--- src/rtl/ps2_scancode_decoder.sv ---
`default_nettype none
// ============================================================================
// ps2_scancode_decoder: Set-2 scan-code bytes -> key events with ASCII, in a FIFO.
// Optional macro PS2_DECODER_REPEAT_FILTER_EN suppresses typematic repeat makes.
// Revision 1.0
// ============================================================================
module ps2_scancode_decoder #(
    parameter int DEPTH = 4,
    parameter int AW    = 2
) (
    input  logic          Clock,
    input  logic          Reset,
    input  logic [7:0]    iScanCode,
    input  logic          iScanValid,
    input  logic          iReady,
    output logic          oValid,
    output logic [7:0]    oScanCode,
    output logic [7:0]    oAscii,
    output logic          oBreak,
    output logic          oExtended,
    output logic          oShift,
    output logic          oCaps,
    output logic          oOverflow,
    output logic [AW:0]   oCount
);

    typedef enum logic [2:0] {
        IDLE    = 3'd0,
        EXT     = 3'd1,
        BRK     = 3'd2,
        EXT_BRK = 3'd3,
        PAUSE   = 3'd4
    } state_t;

    localparam logic [AW:0] FULL_COUNT = (AW+1)'(DEPTH);

    state_t     state;
    logic [2:0] skip_cnt;
    logic       shift_l, shift_r, caps, caps_held;

    logic       ev_fire, ev_ext, ev_brk, is_mod, repeat_hit;

    logic       pend_valid, pend_brk, pend_ext;
    logic [7:0] pend_code, pend_ascii;

    logic [7:0]    mem_code  [DEPTH];
    logic [7:0]    mem_ascii [DEPTH];
    logic          mem_brk   [DEPTH];
    logic          mem_ext   [DEPTH];
    logic [AW-1:0] wr_ptr, rd_ptr;
    logic [AW:0]   count;
    logic          overflow, full, pop, push_ok;

    function automatic logic [7:0] map_ascii(input logic [7:0] code, input logic upper);
        logic [7:0] lc;
        logic       letter;
        letter = 1'b1;
        unique case (code)
            8'h1C: lc = "a";  8'h32: lc = "b";  8'h21: lc = "c";  8'h23: lc = "d";
            8'h24: lc = "e";  8'h2B: lc = "f";  8'h34: lc = "g";  8'h33: lc = "h";
            8'h43: lc = "i";  8'h3B: lc = "j";  8'h42: lc = "k";  8'h4B: lc = "l";
            8'h3A: lc = "m";  8'h31: lc = "n";  8'h44: lc = "o";  8'h4D: lc = "p";
            8'h15: lc = "q";  8'h2D: lc = "r";  8'h1B: lc = "s";  8'h2C: lc = "t";
            8'h3C: lc = "u";  8'h2A: lc = "v";  8'h1D: lc = "w";  8'h22: lc = "x";
            8'h35: lc = "y";  8'h1A: lc = "z";
            default: begin
                letter = 1'b0;
                unique case (code)
                    8'h45: lc = "0";  8'h16: lc = "1";  8'h1E: lc = "2";  8'h26: lc = "3";
                    8'h25: lc = "4";  8'h2E: lc = "5";  8'h36: lc = "6";  8'h3D: lc = "7";
                    8'h3E: lc = "8";  8'h46: lc = "9";
                    8'h29: lc = 8'h20;  8'h5A: lc = 8'h0D;
                    8'h66: lc = 8'h08;  8'h76: lc = 8'h1B;
                    default: lc = 8'h00;
                endcase
            end
        endcase
        return (letter && upper) ? (lc - 8'h20) : lc;
    endfunction

    // Which bytes complete an event, given the prefix state
    always_comb begin
        ev_fire = 1'b0;
        ev_ext  = 1'b0;
        ev_brk  = 1'b0;
        if (iScanValid) begin
            unique case (state)
                IDLE: begin
                    unique case (iScanCode)
                        8'hE0, 8'hF0, 8'hE1,
                        8'hAA, 8'hFA, 8'hEE, 8'hFE, 8'h00, 8'hFF: ev_fire = 1'b0;
                        default: ev_fire = 1'b1;
                    endcase
                end
                EXT: begin
                    ev_fire = (iScanCode != 8'hF0) && (iScanCode != 8'hE0);
                    ev_ext  = 1'b1;
                end
                BRK: begin
                    ev_fire = (iScanCode != 8'hF0);
                    ev_brk  = 1'b1;
                end
                EXT_BRK: begin
                    ev_fire = 1'b1;
                    ev_ext  = 1'b1;
                    ev_brk  = 1'b1;
                end
                default: ev_fire = 1'b0;
            endcase
        end
    end

    assign is_mod = !ev_ext && ((iScanCode == 8'h12) || (iScanCode == 8'h59) ||
                                (iScanCode == 8'h58));

`ifdef PS2_DECODER_REPEAT_FILTER_EN
    logic [7:0] last_code;
    logic       last_ext, last_vld;
    logic       same_key;

    assign same_key   = last_vld && (last_code == iScanCode) && (last_ext == ev_ext);
    assign repeat_hit = same_key && !ev_brk;

    always_ff @(posedge Clock or posedge Reset) begin
        if (Reset) begin
            last_code <= 8'h00;
            last_ext  <= 1'b0;
            last_vld  <= 1'b0;
        end else if (ev_fire && !is_mod) begin
            if (ev_brk) begin
                if (same_key) last_vld <= 1'b0;
            end else begin
                last_code <= iScanCode;
                last_ext  <= ev_ext;
                last_vld  <= 1'b1;
            end
        end
    end
`else
    assign repeat_hit = 1'b0;
`endif

    // Prefix FSM, modifier tracking and the decoded-event register
    always_ff @(posedge Clock or posedge Reset) begin
        if (Reset) begin
            state      <= IDLE;
            skip_cnt   <= 3'd0;
            shift_l    <= 1'b0;
            shift_r    <= 1'b0;
            caps       <= 1'b0;
            caps_held  <= 1'b0;
            pend_valid <= 1'b0;
            pend_code  <= 8'h00;
            pend_ascii <= 8'h00;
            pend_brk   <= 1'b0;
            pend_ext   <= 1'b0;
        end else begin
            pend_valid <= ev_fire && !is_mod && !repeat_hit;
            if (iScanValid) begin
                unique case (state)
                    IDLE: begin
                        if (iScanCode == 8'hE0) state <= EXT;
                        else if (iScanCode == 8'hF0) state <= BRK;
                        else if (iScanCode == 8'hE1) begin
                            state    <= PAUSE;
                            skip_cnt <= 3'd7;
                        end
                    end
                    EXT:     if (iScanCode == 8'hF0) state <= EXT_BRK;
                             else if (iScanCode != 8'hE0) state <= IDLE;
                    BRK:     if (iScanCode != 8'hF0) state <= IDLE;
                    EXT_BRK: state <= IDLE;
                    default: begin
                        skip_cnt <= skip_cnt - 3'd1;
                        if (skip_cnt == 3'd1) state <= IDLE;
                    end
                endcase
            end
            if (ev_fire) begin
                pend_code  <= iScanCode;
                pend_brk   <= ev_brk;
                pend_ext   <= ev_ext;
                pend_ascii <= ev_ext ? 8'h00 : map_ascii(iScanCode, (shift_l | shift_r) ^ caps);
                if (is_mod) begin
                    if (iScanCode == 8'h12) shift_l <= !ev_brk;
                    else if (iScanCode == 8'h59) shift_r <= !ev_brk;
                    else if (ev_brk) caps_held <= 1'b0;
                    else begin
                        if (!caps_held) caps <= ~caps;
                        caps_held <= 1'b1;
                    end
                end
            end
        end
    end

    assign full    = (count == FULL_COUNT);
    assign pop     = (count != '0) && iReady;
    assign push_ok = pend_valid && (!full || pop);

    always_ff @(posedge Clock or posedge Reset) begin
        if (Reset) begin
            wr_ptr   <= '0;
            rd_ptr   <= '0;
            count    <= '0;
            overflow <= 1'b0;
            for (int i = 0; i < DEPTH; i++) begin
                mem_code[i]  <= 8'h00;
                mem_ascii[i] <= 8'h00;
                mem_brk[i]   <= 1'b0;
                mem_ext[i]   <= 1'b0;
            end
        end else begin
            if (push_ok) begin
                mem_code[wr_ptr]  <= pend_code;
                mem_ascii[wr_ptr] <= pend_ascii;
                mem_brk[wr_ptr]   <= pend_brk;
                mem_ext[wr_ptr]   <= pend_ext;
                wr_ptr            <= wr_ptr + 1'b1;
            end
            if (pop) rd_ptr <= rd_ptr + 1'b1;
            if (push_ok && !pop) count <= count + 1'b1;
            else if (!push_ok && pop) count <= count - 1'b1;
            if (pend_valid && full && !pop) overflow <= 1'b1;
        end
    end

    assign oValid    = (count != '0);
    assign oScanCode = mem_code[rd_ptr];
    assign oAscii    = mem_ascii[rd_ptr];
    assign oBreak    = mem_brk[rd_ptr];
    assign oExtended = mem_ext[rd_ptr];
    assign oShift    = shift_l | shift_r;
    assign oCaps     = caps;
    assign oOverflow = overflow;
    assign oCount    = count;

endmodule
`default_nettype wire

--- config.mk ---
export PLATFORM = sky130hd
export DESIGN_NAME = ps2_scancode_decoder
export DESIGN_NICKNAME = d
export VERILOG_FILES = /design/src/rtl/ps2_scancode_decoder.sv
export SDC_FILE = /design/constraint.sdc
export NUM_CORES = 1
export LEC_CHECK = 0
export CORE_ASPECT_RATIO = 1.75
export CORE_MARGIN = 2
export CORE_UTILIZATION = 50
export CTS_CLUSTER_SIZE = 14
export DETAILED_ROUTE_END_ITERATION = 6
export HOLD_SLACK_MARGIN = 0.12
export PLACE_DENSITY = 0.71
export SLEW_MARGIN = 20
export SYNTH_ARGS = -nofsm -noshare
export SYNTH_HDL_FRONTEND = slang
export SYNTH_SLANG_ARGS = --single-unit
--- constraint.sdc ---
create_clock -name Clock -period 8 [get_ports Clock]
set_input_delay 1.6 -clock Clock [delete_from_list [all_inputs] [get_ports Clock]]
set_output_delay 1.6 -clock Clock [all_outputs]
set_load 0.03 [all_outputs]
======== Yosys cells after proc, flatten, opt, wreduce, memory -nomap -nowiden ========
Index checks and enable logic that the tools add are counted.
word-level totals
  output and inout port bits .............. 25
  logic and storage cells ................. 199
  register bits ........................... 109
operators by class
  muxes and demuxes ....................... 49
  magnitude comparators ................... 3
  reductions and logical operators ........ 36
  $add $sub $neg .......................... 6
  equal/unequal tests ..................... 64
  bitwise operators ....................... 10
operator list
  operator             number
  $eq 8x6->1 const B   23
  $pmux 7 s26          1
  $eq 8x7->1 const B   12
  $pmux 6 s14          1
  $bwmux 32            2
  $eq 8x5->1 const B   8
  $eq 8x8->1 const B   8
  $mux 8               8
  $mux 3               12
  $bmux 8 s2           2
  $reduce_or 26->1     1
  $demux 8 s2          1
  $ne 8x8->1 const B   2
  $mux 1               14
  $pmux 3 s4           1
  $logic_and 1x1->1    11
  $reduce_and 5->1     2
  $reduce_or 9->1      1
  $bwmux 4             2
  $logic_not 8->1      1
  $ne 2x2->1 const B   4
  $reduce_and 4->1     2
  $sub 8x6->8 const B  1
  $eq 3x1->1 const B   2
  other kinds (27)     46

======== Depth between registers and ports, before layout ========
Gate-level depths: netlist of the first run.
  depth in word-level cells ............... 9
  gate-level depth with buffers ........... 10
  gate-level depth less buffers ........... 8

======== Worst setup path before layout of the first run ========
No wires, ideal clock.
  path kind ............................... input to register
  start point ............................. input iScanCode[3]
  end point ............................... register caps_held
  cell stages on the path ................. 8
  required time ........................... 7.872 ns
  setup slack ............................. 4.627 ns
  setup time .............................. 0.128 ns
  data arrival time ....................... 3.245 ns
  cell sequence ........................... buf_2 nand3b_1 o32ai_1 a221o_1 and2_1 buf_6 nor4b_4 mux2_1
on the way
  cells in the longest elaborated chain, start to end .. 6
  elaborated cells on any way between the ends .. 25
  those cells by class .................... 13 x eq/ne; 3 x mux; 2 x bitwise; 7 x reduce/logical
ends and longest elaborated chain
  item                                                  RTL line  text
  from (decl)                                           13        input logic [7:0] iScanCode,
  $eq 8x8->1 / $logic_not 8->1 (equally long branches)  89        unique case (iScanCode)
  $reduce_or 9->1                                       89
  $mux 1                                                89
  $pmux 1 s4                                            87        unique case (state)
  $mux 1                                                86        if (iScanValid) begin
  $reduce_and 4->1 (no source line) (*)                 --
  to (signal assigned)                                  151       caps_held <= 1'b0;
  to (signal assigned)                                  187       else if (ev_brk) caps_held <= 1'b0;
  to (signal assigned)                                  190       caps_held <= 1'b1;
  to (decl)                                             39        logic shift_l, shift_r, caps, caps_held;
Mark *: on every way between the ends. The rest lies on a longest branch, timed or not.
A chain may end at the register's enable or synchronous reset.

======== Worst setup path after layout of the first run ========
  start point ............................. input iScanCode[2]
  end point ............................... register shift_r
on the way
  cells in the longest elaborated chain, start to end .. 6
  elaborated cells on any way between the ends .. 24
  those cells by class .................... 13 x eq/ne; 3 x mux; 1 x bitwise; 7 x reduce/logical
ends and longest elaborated chain
  item                                                  RTL line  text
  $eq 8x8->1 / $logic_not 8->1 (equally long branches)  89
  $reduce_or 9->1                                       89
  $mux 1                                                89
  $pmux 1 s4                                            87
  $mux 1                                                86
  $reduce_and 4->1 (no source line) (*)                 --
  to (signal assigned)                                  186       else if (iScanCode == 8'h59) shift_r <= !ev_brk;
  to (decl)                                             39
Marks and branches as above.

==> results by group, run 1 <==
Worst setup path
  • Critical path class: input pin to flip-flop
  • Worst reg2reg path depth: 4
  • R2r setup slk: 5490 ps
  • CP Capture Type: flip-flop
  • Critical path data required time: 8220 ps
  • Worst EP arrival: 4860 ps
  • Worst Setup Start Kind: input pin
  • Worst r2r dst: mem_brk[1]$_DFFE_PP0P_
  • CP Max Fanout: 30
  • Worst reg2reg path startpoint: oCount[0]$_DFFE_PP0P_

Power
  • Clock share of power: a little under a fifth
  • VDD IR max: ~0.12 mV
  • Psw: 0.772 mW
  • Leak Pwr: around 2.8 nW
  • Logic gate share of total power: 40.1%
  • Seq pwr share: approximately two fifths
  • PD cells: 342 nW/µm²
  • Switching Share: 34.6%
  • Internal: 1.46 mW
  • Pwr Total: about 2.2 mW

Worst hold path
  • Min-delay worst type: flip-flop to flip-flop
  • Hold Path Depth: 1
  • HP Start: oOverflow$_DFFE_PP0P_
  • Hold EP: oOverflow$_DFFE_PP0P_

Finish
  • Post-Layout Cell Count: 643
  • Antenna cells: 0
  • Final core utilization: 56.7%
  • Share of cells above drive strength 1: ~25%
  • Register Area: 2730 µm²
  • Layout area overhead: 11.6%
  • Multi-input combinational cell area: between 2000 and 3000 µm²
  • Nets@finish: 525
  • Fill count: 967

Yosys
  • Synth top area cells: dfrtp_1, mux2_2, mux4_2
  • Syn Nets: 507
  • Most common cell in the netlist: dfrtp_1
  • Mean Syn Cell Area: 12.0 µm²
  • Yosys warning count: 0
  • Post-Synthesis Cells: 487
  • Post-synth top area share: 46.7%
  • Main synth FF type: dfrtp_1
  • Async SR Flop Fraction: 100%
  • Synthesized flop and latch total: approximately 110
  • Commonest cells post-synth: dfrtp_1, mux2_2, nor2_1, nand2_1
  • Unique masters post-synth: 67
  • Area of the mapped netlist: 5850 µm²
  • Cell taking the most area after synthesis: dfrtp_1
  • EDFF count, synth: 0
  • Sequential share of the synthesized area: 46.7%

Route
  • DRC: 3
  • Initial DRC Count: 192
  • Routed Antenna Nets: 0
  • Wirelength per Cell: 19.7 µm
  • Vias: 3967
  • Initial DRT Pass Iterations: 6
  • Total Wirelength: between 10000 and 15000 µm
  • DR vias/cell: between 6 and 7

Timing
  • Setup Viol. Count Final: 0
  • Worst-margin pin slew: 1070 ps
  • Setup TNS: 0 ps
  • Unrepaired setup endpoints after global routing: false
  • Max-Slew Margin vs Limit: 28.6%
  • Post-Route Skew: about 7.9 ps
  • Final count of pins violating max slew: 0
  • Fin crit share: a little under 60%
  • Final-report hold violation count: 0
  • Fmax: 215 MHz
  • Clock period minus worst slack: 4650 ps

Run status
  • Failing checks: DRC
  • Status: complete, but fails checks

GRT
  • GRT Residual Overflow: 0
  • First-pass GRT wire length: about 21000 µm
  • Number of global-route vias before repair: 4219
  • Largest net degree at the start of global routing: 91
  • Total track usage: 21.6%
  • Initial antenna violation count: 0

Clock tree
  • Post-CTS sizing: 0
  • Clk buf depth: 2
  • Post-CTS Setup Bufs: 0
  • Clock sink count: 109
  • CTS root buf: clkbuf_16
  • CTS tree: yes
  • Clock-pin slew of the registers on the worst-case setup and hold paths: 60 ps
  • Clock Latency Late Sink: around 330 ps
  • Num CTS Buffers: 9
  • Hold_buf cts: 0
  • Htree depth: 3

Placed design
  • Routability-driven placement congestion ratio: 0.951
  • Port Buffers: 36
  • Dpl cells: between 600 and 700
  • DP Wirelength: 9170 µm

Floorplan
  • Die width: around 86 µm
  • Die Height: around 150 µm
  • Initial Util: around half
  • Core ar.: 11500 µm²
  • Cell Rows: 52
  • Die Footprint: 12600 µm²
  • IO Pins: 37

Run
  • MaxCap Viol Count: 0
## flip-flops by register name (all words and copies together), names as in the netlist
| register | cells |
|---|---|
| oCount | 3 |
| pend_brk | 1 |
| mem_ext | 4 |
| mem_ascii | 32 |
| pend_ext | 1 |
| wr_ptr | 2 |
| state | 3 |
| oCaps | 1 |
| skip_cnt | 3 |
| mem_brk | 4 |
| caps_held | 1 |
| shift_r | 1 |
| rd_ptr | 2 |
| mem_code | 32 |
| pend_valid | 1 |
| pend_code | 8 |
| oOverflow | 1 |
| shift_l | 1 |
| pend_ascii | 8 |
## cell families (layout without fill, tap and decap cells)
kind of cell / after synthesis / count (layout) / synth area share [%]
AO/OA/AOI/OAI: 74 / 74 / 8.52
XOR/XNOR: 13 / 13 / 1.95
adder cells (fa/ha/maj): 8 / 8 / 1.84
buffers and inverters: 45 / 66 / 3.68
flip-flops: 109 / 109 / 46.7
multiplexers: 104 / 104 / 23.4
AND/OR/NAND/NOR: 134 / 134 / 13.9
## layout by cell type, fill, tap and decap left out, types with 4 or more instances in the layout
cell and count:
a21o_1 4, a21oi_1 12, a31oi_1 7, and2_1 4, buf_4 4, clkbuf_16 9
clkdlybuf4s50_1 36, dfrtp_1 109, ha_1 7, inv_1 10, mux2_2 80, mux4_2 18
nand2_1 20, nand2b_1 9, nand3_1 12, nand4_1 5, nor2_1 21, nor2b_1 10
nor3_1 16, nor4_1 6, o21ai_0 18, o22ai_1 6, xnor2_1 7, xor2_1 6
## critical path, cell delays in order
cell and delay [ps]:
clkdlybuf4s50_1 960, nor4_2 530, nand4_1 240, o221ai_2 300
and2_1 720, nor3_1 150, mux2_1 340
## how the worst max path moves through the flow
stage                 startpoint                     to  slack [ps]  cells past startpoint
floorplan                  Reset  caps_held$_DFFE_PP0P_        3530                      1
finish              iScanCode[2]    shift_r$_DFFE_PP0P_        3350                      7
CTS                 iScanCode[2]    shift_r$_DFFE_PP0P_        3380                      7
global route        iScanCode[2]    shift_r$_DFFE_PP0P_        3090                      7
detailed placement  iScanCode[2]    shift_r$_DFFE_PP0P_        3030                      7
global placement    iScanCode[2]    shift_r$_DFFE_PP0P_        3120                      7
## layer usage
metal	GRT usage, %	share of wire, %
met1	25.7	39
met2	39.2	56
met3	2.64	2.4
met4	8.49	2.5
met5	0	0
## through the flow
stage                     cell area [µm²]  setup slack [ps]  hold slack, ps
after floorplan                      5850              3530             442
after detailed placement             6240              3030             460
final                                6530              3350             467
after global routing                 6530              3090             483
after CTS                            6520              3380             474
after global placement               6240              3120             441
## cell type report
class | instances | area share, %
timing repair buffer | 41 | 6.15
clock inverter | 2 | 0.537
inverter | 11 | 0.671
sequential | 109 | 41.8
clock buffer | 12 | 3.78
tap | 135 | 2.59
multi-input combinational | 333 | 44.5
## power groups by stage
stage	logic, mW	registers, mW	clock network (mW)
floorplan	0.668	0.868	0
global placement	0.882	0.904	0
detailed placement	0.910	0.924	0
CTS	0.910	0.916	0.432
global route	0.966	0.943	0.453
finish	0.894	0.911	0.425
Note: power is estimated with default switching activity, not from simulation.
==> inputs of run 2 (changes only) <==
PLACE_DENSITY = 0.74   (was 0.71)
clock period = 4 ns   (was 8 ns; I/O delays follow)
==> results by group, run 2 (synthesis gave the netlist of run 1 again) <==
Timing
  • Final-report hold violation count: 0 (unchanged)
  • Worst-margin pin slew: 579 ps (-489 ps)
  • Unrepaired setup endpoints after global routing: false
  • Setup Viol. Count Final: 0 (unchanged)
  • Max-Slew Margin vs Limit: 61.4% (+33 points)
  • Fin crit share: 78.6%
  • Final count of pins violating max slew: 0 (unchanged)
  • Fmax: 318 MHz
  • Setup TNS: 0 ps (unchanged)
  • Post-Route Skew: 8.92 ps (+1.06 ps)
  • Clock period minus worst slack: 3140 ps

Floorplan
  • IO Pins: 37 (unchanged)
  • Die width: 85.7 µm (unchanged)
  • Cell Rows: 52 (unchanged)
  • Core ar.: 11500 µm² (unchanged)
  • Die Height: 147 µm (unchanged)
  • Die Footprint: 12600 µm² (unchanged)
  • Initial Util: 50.8% (unchanged)

Worst setup path
  • Worst Setup Start Kind: input pin
  • Critical path class: input pin to flip-flop
  • CP Capture Type: flip-flop
  • Worst EP arrival: 3360 ps (-1500 ps)
  • Critical path data required time: 4220 ps (-4000 ps)
  • CP Max Fanout: 11 (-63%)

Power
  • Leak Pwr: 2.86 nW (+1.8%)
  • Seq pwr share: 39.7% (-1.2 points)
  • Clock share of power: 18.3% (-0.8 points)
  • Psw: 1.59 mW (+110%)
  • Internal: 2.87 mW (+97%)
  • Switching Share: 35.6% (+1.0 points)
  • Logic gate share of total power: 41.9% (+1.8 points)
  • PD cells: 673 nW/µm² (+97%)
  • VDD IR max: 0.246 mV (+110%)

Clock tree
  • Hold_buf cts: 0 (unchanged)
  • Clk buf depth: 2 (unchanged)
  • CTS tree: yes
  • Num CTS Buffers: 9 (unchanged)
  • Post-CTS sizing: 0 (unchanged)
  • Post-CTS Setup Bufs: 0 (unchanged)
  • Clock-pin slew of the registers on the worst-case setup and hold paths: 70 ps (about the same)
  • CTS root buf: clkbuf_16
  • Htree depth: 3 (unchanged)
  • Clock Latency Late Sink: 350 ps (+20 ps)
  • Clock sink count: 109 (unchanged)

GRT
  • First-pass GRT wire length: 21700 µm (+1.3%)
  • GRT Residual Overflow: 0 (unchanged)
  • Number of global-route vias before repair: 4332 (+2.7%)
  • Initial antenna violation count: 0 (unchanged)
  • Largest net degree at the start of global routing: 110 (+21%)
  • Total track usage: 22.3% (+0.61 points)

Route
  • Total Wirelength: 13000 µm (+3.1%)
  • DR vias/cell: 6.18 (+0.19%)
  • Max layer used: met4
  • Met3 routed WL: 360 µm (+16%)
  • DRC: 2 (-1)
  • Routed Antenna Nets: 0 (unchanged)
  • Initial DRC Count: 234 (+22%)
  • Wirelength per Cell: 19.9 µm (+0.86%)
  • Initial DRT Pass Iterations: 7 (+1)
  • M1 WL: 5050 µm (+1.3%)
  • Vias: 4061 (+2.4%)
  • DR WL met2: 7050 µm (about the same)

Run status
  • Failing checks: DRC
  • Status: complete, but fails checks

Placed design
  • Routability-driven placement congestion ratio: 0.944 (-0.77%)
  • Port Buffers: 36 (unchanged)
  • DP Wirelength: 9540 µm (+4.1%)
  • Area post-placement: 6340 µm² (+1.6%)

Finish
  • Largest registers: mem_ascii: 32 flops, mem_code: 32 flops
  • Final core utilization: 57.5% (+0.81 points)
  • Commonest cells after routing, fill and taps aside: dfrtp_1, mux2_2, clkdlybuf4s50_1
  • Antenna cells: 0 (unchanged)
  • Share of cells above drive strength 1: 27.4% (+2.4 points)
  • Layout area overhead: 13.2%
  • Final Instance Area: 6620 µm² (+1.4%)
  • Commonest non-fill, non-tap cell in the layout: dfrtp_1
  • Nets@finish: 537 (+2.3%)

Worst hold path
  • Min-delay worst type: flip-flop to flip-flop

Run
  • MaxCap Viol Count: 0 (unchanged)
[run 2: area by class of cell]
| type | count | area [µm²] |
|---|---|---|
| clock buffers | 9 | 225 |
| flip-flops and latches | 109 | 2730 |
| multi-input cells | 333 | 2900 |
| clock inverters | 7 | 51.3 |
| repair buffers | 53 | 500 |
| fillers | 948 | 4890 |
| well taps | 135 | 169 |
| inverters | 11 | 43.8 |
[run 2: critical path, cell delays in order]
cell	delay, ps
clkdlybuf4s50_1	600
buf_4	280
or4b_4	610
nor4_4	320
o21ai_2	170
nor4b_4	230
mux2_1	350
[run 2: power groups by stage]
stage          clock, mW  combinational, mW  sequential (mW)
4_1_cts            0.838               1.90             1.77
3_5_place_dp           0               1.89             1.79
5_1_grt            0.889               2.00             1.83
6_report           0.818               1.87             1.77
3_3_place_gp           0               1.84             1.75
2_1_floorplan          0               1.34             1.74
[run 2: per-stage QoR]
stage | std cells | power (mW) | hold WS [ps] | setup WS, ps
after floorplan | 487 | 3.07 | 442 | 326
final | 657 | 4.46 | 461 | 857
after global routing | 657 | 4.72 | 493 | 740
after CTS | 657 | 4.50 | 468 | 877
after detailed placement | 641 | 3.68 | 453 | 511
after global placement | 641 | 3.59 | 445 | 567
[run 2: per-layer routing]
metal	up-vias	GRT usage, %
met4	0	11.5
met3	46	3.37
li1	1861	-
met2	113	39.5
met1	2041	25.4
met5	-	0
[run 2: worst paths after layout]
| kind | startpoint | slack (ps) | to | cells past startpoint |
|---|---|---|---|---|
| max | iScanCode[6] | 860 | caps_held$_DFFE_PP0P_ | 7 |
| min | oOverflow$_DFFE_PP0P_ | 460 | oOverflow$_DFFE_PP0P_ | 1 |
| max reg2reg | state[1]$_DFFE_PP0P_ | 1580 | caps_held$_DFFE_PP0P_ | 6 |
| min reg2reg | oOverflow$_DFFE_PP0P_ | 460 | oOverflow$_DFFE_PP0P_ | 1 |
| max in group asynchronous | Reset | 2620 | mem_ascii[1]$_DFFE_PP0P_ | 3 |
| min in group asynchronous | Reset | 920 | mem_code[12]$_DFFE_PP0P_ | 3 |
